File: src/rtl/hc148_irq_encoder.sv
// hc148_irq_encoder: clocked 8-to-3 priority encoder with per-line pending
// latches and a Valid/Ack presentation handshake (74HC148-style pins).
// Optional macro HC148_SYNC_EN: puts a 2-flop synchronizer on inn and ein
// for pins asynchronous to clk (+2 cycles latency). Without it, inn/ein
// must already be synchronous to clk.
module hc148_irq_encoder #(
    parameter bit EDGE = 1'b1            // 1: falling edge sets pending, 0: low level
) (
    input  logic       clk,
    input  logic       rstn,
    input  logic [7:0] inn,
    input  logic       ein,
    output logic [2:0] code,
    output logic       valid,
    input  logic       ack,
    output logic       gsn,
    output logic       eon,
    output logic [7:0] pending
);

    typedef enum logic {
        IDLE    = 1'b0,
        PRESENT = 1'b1
    } state_t;

    state_t     state;

    logic [7:0] inn_s;        // sampled request lines
    logic       ein_s;        // sampled enable
    logic [7:0] inn_p;        // sampled lines delayed one cycle
    logic [7:0] set_now;      // set requests seen this cycle
    logic [7:0] set_q;        // set requests applied at the next edge
    logic [7:0] clr_mask;
    logic [7:0] pending_nxt;
    logic       valid_nxt;
    logic       enabled;
    logic       accept;
    logic [2:0] top_idx;

`ifdef HC148_SYNC_EN
    logic [7:0] inn_meta;
    logic       ein_meta;

    // Two-flop synchronizer; idles high so reset looks like "no request".
    always_ff @(posedge clk or negedge rstn) begin
        if (!rstn) begin
            inn_meta <= '1;
            inn_s    <= '1;
            ein_meta <= 1'b1;
            ein_s    <= 1'b1;
        end else begin
            inn_meta <= inn;
            inn_s    <= inn_meta;
            ein_meta <= ein;
            ein_s    <= ein_meta;
        end
    end
`else
    assign inn_s = inn;
    assign ein_s = ein;
`endif

    assign enabled = ~ein_s;
    assign accept  = valid & ack;

    // Per-line set request: edge or level detect, blocked while disabled.
    always_comb begin
        // NOTE: every combinational output gets a default first so no path leaves it unassigned (no latch).
        set_now = '0;
        if (enabled) begin
            if (EDGE) set_now = inn_p & ~inn_s;
            else      set_now = ~inn_s;
        end
    end

    // Delay register for edge detection and registered set strobe.
    always_ff @(posedge clk or negedge rstn) begin
        // NOTE: state is updated with <= so every flop sees pre-edge values regardless of statement order.
        if (!rstn) begin
            inn_p <= '1;
            set_q <= '0;
        end else begin
            inn_p <= inn_s;
            set_q <= set_now;
        end
    end

    // Highest-index pending line; later iterations override lower ones.
    always_comb begin
        top_idx = 3'd0;
        for (int i = 0; i < 8; i++) begin
            if (pending[i]) top_idx = 3'(i);
        end
    end

    // Next pending vector (set wins over clear) and next Valid.
    always_comb begin
        clr_mask = '0;
        if (accept) clr_mask[code] = 1'b1;
        pending_nxt = (pending & ~clr_mask) | set_q;

        valid_nxt = valid;
        if (state == PRESENT) begin
            if (ack) valid_nxt = 1'b0;
        end else if (enabled && (|pending)) begin
            valid_nxt = 1'b1;
        end
    end

    // Handshake FSM with registered Code/Valid, pending bits and group flags.
    always_ff @(posedge clk or negedge rstn) begin
        if (!rstn) begin
            state   <= IDLE;
            code    <= 3'd0;
            valid   <= 1'b0;
            pending <= '0;
            gsn     <= 1'b1;
            eon     <= 1'b1;
        end else begin
            pending <= pending_nxt;
            valid   <= valid_nxt;
            gsn     <= ~(enabled & (valid_nxt | (|pending_nxt)));
            eon     <= ~(enabled & ~valid_nxt & ~(|pending_nxt));
            case (state)
                IDLE: begin
                    if (enabled && (|pending)) begin
                        code  <= top_idx;
                        state <= PRESENT;
                    end
                end
                PRESENT: begin
                    if (ack) state <= IDLE;
                end
                default: state <= IDLE;
            endcase
        end
    end

endmodule

File: config.mk
export PLATFORM = sky130hd
export DESIGN_NAME = hc148_irq_encoder
export DESIGN_NICKNAME = d
export VERILOG_FILES = /design/src/rtl/hc148_irq_encoder.sv
export SDC_FILE = /design/constraint.sdc
export NUM_CORES = 1
export LEC_CHECK = 0
export BUFFER_PORTS_ARGS = -buffer_cell sky130_fd_sc_hd__clkbuf_2
export CORE_ASPECT_RATIO = 1.25
export CORE_MARGIN = 5
export CORE_UTILIZATION = 50
export CTS_CLUSTER_SIZE = 24
export DETAILED_ROUTE_END_ITERATION = 7
export PLACE_DENSITY = 0.74
export SETUP_SLACK_MARGIN = 0.1
export SLEW_MARGIN = 25
export SYNTH_ARGS = -nofsm -noshare
export SYNTH_HDL_FRONTEND = slang
export SYNTH_SLANG_ARGS = --single-unit
File: constraint.sdc
create_clock -name clk -period 1.58 [get_ports clk]
set_input_delay 0.395 -clock clk [delete_from_list [all_inputs] [get_ports clk]]
set_output_delay 0.395 -clock clk [all_outputs]
set_load 0.05 [all_outputs]
* Word level (Yosys, flattened, before mapping)
Index checks and enable logic that the tools add are counted.
W data, S select, Z words.
** Word-level totals
- Register bits :: 31
- Logic and storage cells :: 48
- Input bits :: 12
- Output and inout port bits :: 14
** Operators by class
- Muxes and demuxes :: 17
- Order comparisons :: 2
- Reduce and logical (&&, ||, !) cells :: 5
- Bitwise operators :: 16
** Operators by type and width (count)
- $mux W3 :: 6
- $and A8 B8 Y8 :: 2
- $mux W8 :: 2
- $not A8 Y8 :: 2
- $reduce_or A8 Y1 :: 2
- $or A8 B8 Y8 :: 1
- $mux W1 :: 7
- $not A1 Y1 :: 6
- $and A1 B1 Y1 :: 4
- $lt A3 B4 Y1 const B :: 1
- $demux W1 S3 :: 1
- $ge A3 B1 Y1 const B :: 1
- $logic_and A1 B1 Y1 :: 2
- $pmux W1 S2 :: 1
- $reduce_and A2 Y1 :: 1
- $or A1 B1 Y1 :: 1

* Logic depth before layout (Yosys ltp)
Gate-level depths: netlist of the first run.
- Depth in word-level cells :: 12
- Depth in mapped cells :: 5
- Mapped depth without buffers :: 4

* Worst setup path after synthesis of the first run
OpenSTA, ideal clock, no wires.
- Path type :: register to register
- From :: register code[0]
- To :: register gsn
- Cell stages (with the launch flop) :: 5
- Clock period less this slack :: 1.672 ns
- Arrival time :: 1.611 ns
- Setup slack :: -0.092 ns
- Cell sequence :: dfrtp_1 buf_6 or4_4 o22ai_2 a31o_1
** On the way
- Longest elaborated chain between the ends :: 12
- Elaborated cells on any way between the ends :: 13
- Classes of those cells :: 2 x order compare; 3 x mux; 6 x bitwise; 2 x reduce/logical
** Ends and longest elaborated chain
- from (decl) :: line 13 : output logic [2:0] code,
- from (signal assigned) :: line 127 : code <= top_idx;
- $lt A3 B4 Y1 (not written as such) or $ge A3 B1 Y1 (tied branches) :: line 99 : if (accept) clr_mask[code] = 1'b1;
- $logic_and A1 B1 Y1 (not written as such) :: line 99
- $mux W1 (not written as such) :: line 99
- $demux W1 S3 * :: line 99
- $mux W8 * :: line 99
- $not A8 Y8 * :: line 100 : pending_nxt = (pending & ~clr_mask) | set_q;
- $and A8 B8 Y8 * :: line 100
- $or A8 B8 Y8 * :: line 100
- $reduce_or A8 Y1 * :: line 122 : gsn <= ~(enabled & (valid_nxt | (|pending_nxt)));
- $or A1 B1 Y1 * :: line 122
- $and A1 B1 Y1 * :: line 122
- $not A1 Y1 * :: line 122
- to (signal assigned) :: line 122
- to (decl) :: line 16 : output logic gsn,
Mark *: on every way between the ends. The rest lies on a longest branch, timed or not.
A chain may end at the register's enable or synchronous reset.

* Final worst setup path of the first run
- From :: register code[2]
- To :: register gsn
The elaborated chain is that of the path after synthesis.

==> results.toml, run 1 <==
[placed_design]
post_dp_hpwl_um = 1788
i_o_buffers = 25
gp_routability_congestion = 0.9196
numPlacedInstances = 159
place_worst_setup_slack_ps = 25.42

[job]
timing.max_cap.violations = 0

[detailed_routing]
ant_nets = 0
finalWirelength_um = 2607
first_pass_iters = 4
drc_errors = 0
vias = 946
route.detailed.vias_per_inst = 5.565
wl_per_cell_um = 15.34
initialDrtViolationCount = 15

[pwr]
design_power_total_uw = 2852
switching_share = 0.4095
share_comb_of_total_power = 0.356
power.density_nw_per_um2 = 1784
power.share.clock = 0.226
total_switching_power_uw = 1168
p_seq_frac = 0.418
internal_power_uw = 1684
ir_worst_vdd_uv = 920.0
static_leak_uw = 0.0007044

[setup_path]
critPathCaptureType = "flop"
cp.required_ps = 1860
worstPathMaxFanout = 7
worst_ep_arrival_time_ps = 1750
setup.worst_path.start_class = "flop"
cp.depth = 4
timing.critical_path.slowest_cell_delay_ps = 460
worstSetupPathType = "reg -> reg"
r2r.worst_path.cells = 4
cp.buffers_inverters = 0
critical_path.top_delay_family = "compound AO/OA/AOI/OAI gates"
crit_slowest_cell = "dfrtp_2"
crit_chain = "and4b_1 > a21oi_1 > a211oi_1 > a31o_1"

[timing]
min_period_over_period = 0.9305
maxSlewHeadroom = 0.6791
grt_setup_unrepaired = "true"
finalWorstSetupSlack_ps = 109.8
slew_violations = 0
timing.clock.skew_ps = 5.630
worstMarginPinSlew_ps = 478.1
report.final.hold_viol_count = 0
timing.final.setup_violations = 0
tns_ps = 0
fmax_ghz = 0.6802
finalCriticalPeriod_ps = 1470

[synth]
synthDistinctLibCells = 34
netlist_instances = 101
synth_top_cells_by_count = "21 x dfrtp_1, 10 x dfstp_2, 8 x nor3b_1"
synth_area_um2 = 1236
synth.net_count = 113
yosys_most_used_dff = "dfrtp_1"
syn_avg_cell_area_um2 = 12.24
synth_largest_type_area_fraction = 0.4251
synth_most_common_cell = "dfrtp_1"
top_area_cells_in_the_synthesized_netlist = "dfrtp_1 43%, dfstp_2 21%, nor3b_1 4.9%"
synthesis.yosys.warnings = 0
synth-seq-area-share = 0.6377
synth_edf_count = 0
ys_ff_latch = 31
yosysTopAreaCell = "dfrtp_1"
async_flop_share = 1.000

[clock_tree]
cts.path.max_buffers = 2
clk-insertion-delay-late_ps = 330
tritoncts_clock_tree = "built"
h-tree-depth = 2
cts_buffers = 5
clkSinkCount = 31
clkTransAtPathRegs_ps = 100
cts-root-buf = "clkbuf_4"

[global_routing]
grt_first_pass_wirelength_um = 4712
globalRouteOverflowTotal = 0
overall_global_routing_resource_usage = 0.1872
first_global_vias = 1032
grt_max_degree = 32
initial_antenna_violation_count = 0

[floorplanning]
dieHeight_um = 65.59
dieWidth_um = 54.48
core_um2 = 2402
top_level_ports = 26
initial_utilization = 0.5146
fp-row-count = 20
fp.dieArea_um2 = 3573

[finish]
regArea_um2 = 800.8
area_growth_syn_to_layout_pct = 29.35
fin_cells = 170
post-route-util = 0.6656
multi_input_comb_area_um2 = 435.4
antenna_cells_inserted = 0
layout-drive-gt1-share = 0.4818
fillCellCount = 209
finish.net_count = 148

[run_status]
run_status = "finished, final reports clean"

[hold_path]
holdPathStages = 1
worst_hold_path_type = "in -> reg"
==> per-layer routing <==
layer / share of wire / wire length, um / up-vias / GRT usage
met5: 0 / 0 / - / 0
met4: 0.026 / 68 / 0 / 0.1059
met3: 0.066 / 173 / 9 / 0.06349
met2: 0.53 / 1377 / 36 / 0.2949
met1: 0.38 / 988 / 463 / 0.2152
li1: - / - / 438 / -
==> registers in the layout, indices dropped and copies added (netlist names) <==
signal,count
eon,1
pending,8
gsn,1
state,1
inn_p,8
valid,1
set_q,8
code,3
==> layout by cell type (no fill, tap or decap), drive strengths merged, types with 2 or more instances in the layout <==
cell type / instances
clkbuf: 23
dfrtp: 21
buf: 12
dfstp: 10
nor3b: 8
nor2: 7
nand2: 7
o21ai: 5
a21oi: 4
a21o: 4
inv: 4
nand2b: 3
or2: 3
nor4: 3
and4b: 2
o21bai: 2
mux2i: 2
==> cell type report <==
class,count,area share
Multi-Input combinational cell,64,0.2723
Sequential cell,31,0.5008
Inverter,4,0.009390
Clock buffer,6,0.03208
Timing Repair Buffer,30,0.1377
Clock inverter,2,0.02191
Tap cell,33,0.02582
==> power groups by stage <==
stage	Clock, uW	Sequential, uW	Combinational [uW]
2_1_floorplan	0	1530	311
3_3_place_gp	0	1170	897
3_5_place_dp	0	1180	906
4_1_cts	667	1160	998
5_1_grt	714	1230	1090
6_report	646	1190	1010
==> through the flow <==
stage / cell area [um^2] / hold slack, ps
3_5_place_dp: 1430 / 363.7
6_report: 1599 / 144.1
2_1_floorplan: 1251 / 99.41
3_3_place_gp: 1430 / 360.5
5_1_grt: 1599 / 110.7
4_1_cts: 1579 / 124.1
==> kinds of logic after synthesis <==
family / share of synthesized area
and+or+nand+nor: 0.1873
DFF: 0.6376
AOI/OAI and AO/OA: 0.1346
buffers and inverters: 0.02428
muxes: 0.01619
==> timing repair <==
item                                    in CTS  in global routing
endpoints found under the setup margin      10                 17
cloned                                       0                  0
setup buffers                                2                  0
hold buffers                                 1                  0
hold endpoints to repair                    21                  0
gates resized for setup                     13                 18
==> worst paths after layout <==
check	start	slack (ps)	endpoint
max in group asynchronous	rstn	800	inn_p[3]$_DFF_PN1_
setup reg to reg	code[2]$_DFFE_PN0P_	110	gsn$_DFF_PN1_
hold reg to reg	set_q[4]$_DFF_PN0_	460	pending[4]$_DFF_PN0_
min in group asynchronous	rstn	540	valid$_DFF_PN0_
setup / recovery	code[2]$_DFFE_PN0P_	110	gsn$_DFF_PN1_
hold / removal	inn[7]	140	inn_p[7]$_DFF_PN1_
Power figures use the tool's default switching activity.
==> run 2: changes to the inputs <==
--- a/config.mk
+++ b/config.mk
@@ -8,5 +8,5 @@
 export BUFFER_PORTS_ARGS = -buffer_cell sky130_fd_sc_hd__clkbuf_2
 export CORE_ASPECT_RATIO = 1.25
-export CORE_MARGIN = 5
+export CORE_MARGIN = 2
 export CORE_UTILIZATION = 50
 export CTS_CLUSTER_SIZE = 24
==> constraint.sdc (replaced) <==
create_clock -name clk -period 1.58 [get_ports clk]
set_input_delay 0.316 -clock clk [delete_from_list [all_inputs] [get_ports clk]]
set_output_delay 0.316 -clock clk [all_outputs]
set_load 0.05 [all_outputs]
==> results.toml, run 2 (synthesis gave the netlist of run 1 again) <==
[run_status]
run_status = "finished, final reports clean"

[floorplanning]
initial_utilization = 0.5146
core_um2 = 2402
dieHeight_um = 59.59
top_level_ports = 26
fp.dieArea_um2 = 2889
fp-row-count = 20
dieWidth_um = 48.48

[setup_path]
crit-reg2reg-launch = "code[1]$_DFFE_PN0P_"
setup.reg_to_reg.worst_slack_ps = 150
worstPathMaxFanout = 6
cp.buffers_inverters = 1
crit-reg2reg-capture = "gsn$_DFF_PN1_"
cp.required_ps = 1260
worstSetupPathType = "reg -> out"
r2r.worst_path.cells = 4
critPathCaptureType = "output pin"
timing.critical_path.slowest_cell_delay_ps = 480
worst_ep_arrival_time_ps = 1120
critical_path.top_delay_family = "flip-flops"
crit_slowest_cell = "dfrtp_1"
setup.worst_path.start_class = "flop"
crit_chain = "clkbuf_2"

[finish]
layout.cells.most_common_list = "22 x clkbuf_2, 14 x dfrtp_1, 10 x dfstp_2"
area_growth_syn_to_layout_pct = 24.80
reg_top3 = "inn_p: 8 flops, pending: 8 flops, set_q: 8 flops"
layout.cells.most_common = "clkbuf_2"
layout-drive-gt1-share = 0.4526
antenna_cells_inserted = 0
finish.net_count = 148

[timing]
slew_violations = 0
worstMarginPinSlew_ps = 497.7
grt_setup_unrepaired = "true"
min_period_over_period = 0.9092
timing.clock.skew_ps = 7.171
finalCriticalPeriod_ps = 1437
tns_ps = 0
maxSlewHeadroom = 0.6660
timing.final.setup_violations = 0
fmax_ghz = 0.6961
report.final.hold_viol_count = 0
holdWs_ps = 82.00

[global_routing]
overall_global_routing_resource_usage = 0.1980
initial_antenna_violation_count = 0
globalRouteOverflowTotal = 0
grt_first_pass_wirelength_um = 4084
grt_max_degree = 32
first_global_vias = 897

[placed_design]
i_o_buffers = 25
gp_routability_congestion = 0.9527
post_dp_hpwl_um = 1834

[clock_tree]
tritoncts_clock_tree = "built"
clkTransAtPathRegs_ps = 90
clkSinkCount = 31
cts.path.max_buffers = 2
clk-insertion-delay-late_ps = 320
h-tree-depth = 2
cts_buffers = 5
cts-root-buf = "clkbuf_4"

[hold_path]
holdPathStages = 1
worst_hold_path_type = "in -> reg"
min_delay_worst_endpoint = "inn_p[7]$_DFF_PN1_"
hold_start = "inn[7]"

[pwr]
static_leak_uw = 0.0006880
share_comb_of_total_power = 0.358
p_seq_frac = 0.448
ir_worst_vdd_uv = 838.3
total_switching_power_uw = 1142
switching_share = 0.4307
internal_power_uw = 1509
design_power_total_uw = 2651
power.share.clock = 0.194
power.density_nw_per_um2 = 1718

[detailed_routing]
initialDrtViolationCount = 11
vias = 907
drc_errors = 0
finalWirelength_um = 2455
route.detailed.vias_per_inst = 5.335
wl_per_cell_um = 14.44
first_pass_iters = 4
ant_nets = 0

[job]
timing.max_cap.violations = 0
## run 2: cell types whose count changed in the layout (fill, tap and decap cells not counted), sizes merged
cell,delta
clkbuf,+9
buf,-7
bufinv,-1
clkinv,-1
## run 2: metrics by stage
step | area (um^2) | cells | util | worst slack [ps]
floorplan | 1251 | 101 | - | 60.97
CTS | 1521 | 169 | 0.6333 | 52.89
global route | 1543 | 170 | 0.6422 | 88.44
detailed placement | 1438 | 160 | 0.5984 | 75.96
finish | 1543 | 170 | 0.6422 | 143.4
global placement | 1438 | 160 | 0.5984 | 116.0
## run 2: layout make-up
cell class / instances / area (um^2)
clock buffers: 8 / 68.82
fillers: 209 / 859.6
inverters: 4 / 15.01
multi-input cells: 64 / 435.4
flip-flops and latches: 31 / 797.0
well taps: 33 / 41.29
repair buffers: 30 / 185.2
## run 2: worst reg2reg max path: cells and delay by family, from the launching register on
family,cells,cell delay (ps)
compound gates,3,590
flops,1,460
simple gates,1,330
## run 2: power groups by stage
stage	Sequential, uW	Combinational, uW	Clock, uW
global route	1210	1010	564
finish	1190	949	514
CTS	1170	943	531
global placement	1170	919	0
floorplan	1530	311	0
detailed placement	1180	929	0
## run 2: worst max path at each step
| stage | from | end | slack (ps) | cells past startpoint |
|---|---|---|---|---|
| 2_1_floorplan | valid$_DFF_PN0_ | gsn$_DFF_PN1_ | 60 | 4 |
| 3_3_place_gp | pending[6]$_DFF_PN0_ | gsn$_DFF_PN1_ | 120 | 4 |
| 3_5_place_dp | pending[6]$_DFF_PN0_ | gsn$_DFF_PN1_ | 80 | 4 |
| 4_1_cts | pending[6]$_DFF_PN0_ | gsn$_DFF_PN1_ | 50 | 4 |
| 5_1_grt | pending[7]$_DFF_PN0_ | pending[7] | 90 | 1 |
| 6_report | pending[7]$_DFF_PN0_ | pending[7] | 140 | 1 |
## run 2: per-layer routing
metal / routed length (um) / global-route usage / vias up
met5: 0 / 0 / -
li1: - / - / 436
met1: 1034 / 0.2290 / 432
met2: 1235 / 0.3234 / 31
met4: 63 / 0.1306 / 0
met3: 121 / 0.06061 / 8
## run 2: repair_timing
action | 4_1_cts | 5_1_grt
hold endpoints to repair | 21 | 0
pin swaps | 0 | 2
endpoints found under the setup margin | 4 | 9
hold buffers | 1 | 0
buffers inserted | 0 | 1
resized for setup | 2 | 6
==> run 3: changes to the inputs <==
REMOVE_ABC_BUFFERS = 1   (was not set)
==> results.toml, run 3 (synthesis gave the netlist of run 1 again) <==
[placed_design]
detailed_place.area_um2 = 1440
i_o_buffers = 25
post_dp_hpwl_um = 1936
gp_routability_congestion = 0.9242

[timing]
slew_violations = 0
min_period_over_period = 0.9244
timing.final.setup_violations = 0
holdWs_ps = 70.22
tns_ps = 0
maxSlewHeadroom = 0.7462
finalCriticalPeriod_ps = 1461
worstMarginPinSlew_ps = 380.7
timing.clock.skew_ps = 7.141
grt_setup_unrepaired = "true"
report.final.hold_viol_count = 0
fmax_ghz = 0.6846

[setup_path]
setup.reg_to_reg.worst_slack_ps = 120
critPathCaptureType = "flop"
cp.required_ps = 1860
worstSetupPathType = "reg -> reg"
crit-reg2reg-capture = "gsn$_DFF_PN1_"
r2r.worst_path.cells = 3
setup.worst_path.start_class = "flop"
worst_ep_arrival_time_ps = 1740
crit-reg2reg-launch = "code[0]$_DFFE_PN0P_"
worstPathMaxFanout = 11

[global_routing]
initial_antenna_violation_count = 0
overall_global_routing_resource_usage = 0.2070
first_global_vias = 962
grt_max_degree = 32
grt_first_pass_wirelength_um = 4353
globalRouteOverflowTotal = 0

[floorplanning]
fp.dieArea_um2 = 2889
initial_utilization = 0.5146
core_um2 = 2402
top_level_ports = 26
dieWidth_um = 48.48
fp-row-count = 20
dieHeight_um = 59.59

[finish]
final_area_um2 = 1564
reg_top3 = "inn_p: 8 flops, pending: 8 flops, set_q: 8 flops"
antenna_cells_inserted = 0
layout.cells.most_common = "dfrtp_1"
area_growth_syn_to_layout_pct = 26.52
layout.cells.most_common_list = "19 x dfrtp_1, 17 x clkbuf_2, 10 x dfstp_2"
finish.net_count = 151
layout-drive-gt1-share = 0.4429

[job]
timing.max_cap.violations = 0

[run_status]
run_status = "finished, final reports clean"

[pwr]
static_leak_uw = 0.0007027
design_power_total_uw = 2806
power.density_nw_per_um2 = 1794
ir_worst_vdd_uv = 936.9

[clock_tree]
cts-root-buf = "clkbuf_4"
cts_buffers = 5
clkSinkCount = 31
h-tree-depth = 2
clkTransAtPathRegs_ps = 90
post_cts_buffers = 0
clk-insertion-delay-late_ps = 330
tritoncts_clock_tree = "built"
cts.path.max_buffers = 2

[detailed_routing]
route.detailed.vias_per_inst = 5.376
initialDrtViolationCount = 30
ant_nets = 0
finalWirelength_um = 2613
vias = 930
drc_errors = 0
wl_per_cell_um = 15.10
first_pass_iters = 6

[hold_path]
worst_hold_path_type = "in -> reg"
holdPathStages = 1
min_delay_worst_endpoint = "inn_p[3]$_DFF_PN1_"
hold_start = "inn[3]"
[run 3: worst max path at each step]
stage                                     end  slack [ps]  cells after the start            startpoint
after floorplan                 gsn$_DFF_PN1_         -70                      4   code[0]$_DFFE_PN0P_
after global placement          gsn$_DFF_PN1_         100                      5  pending[6]$_DFF_PN0_
after detailed placement        gsn$_DFF_PN1_          90                      5  pending[6]$_DFF_PN0_
after CTS                          pending[4]         100                      2  pending[4]$_DFF_PN0_
after global routing      code[1]$_DFFE_PN0P_          80                      5  pending[6]$_DFF_PN0_
final                           gsn$_DFF_PN1_         120                      3   code[0]$_DFFE_PN0P_
[run 3: timing repair]
action | CTS | global route
endpoints found under the hold margin | 21 | 0
setup endpoints to repair | 3 | 14
hold buffers | 1 | 0
pin swaps | 0 | 0
cloned | 0 | 0
resized for setup | 3 | 13
[run 3: routing by layer]
metal	part of all wire	vias up	track usage	wire length, um
li1	-	440	-	-
met1	0.40	445	0.2209	1048
met2	0.53	41	0.3730	1375
met3	0.054	4	0.07071	141
met4	0.018	0	0.09796	47
met5	0	-	0	0
[run 3: per-stage QoR]
step | util | instances | setup WS [ps]
floorplan | - | 99 | -70.33
global placement | 0.5995 | 164 | 100.1
detailed placement | 0.5995 | 164 | 91.82
CTS | 0.6453 | 173 | 102.7
global route | 0.6510 | 173 | 78.57
finish | 0.6510 | 173 | 119.4
[run 3: critical path, stage by stage (launching register included)]
cell,delay (ps)
dfrtp_2,500
or4_4,570
o22ai_2,190
a31o_1,160
[run 3: layout make-up]
| type | count | area (um^2) |
|---|---|---|
| multi-input cells | 64 | 435.4 |
| clock buffers | 6 | 51.30 |
| fillers | 208 | 838.3 |
| flip-flops and latches | 31 | 790.8 |
| inverters | 4 | 15.01 |
| repair buffers | 33 | 195.2 |
| well taps | 33 | 41.29 |
| clock inverters | 2 | 35.03 |
[run 3: where the power goes]
part / leakage (uW) / internal, uW / switching (uW)
sequential: 0.000348 / 944 / 171
combinational: 0.000306 / 331 / 725
clock: 0.0000482 / 374 / 260
total: 0.000703 / 1650 / 1160
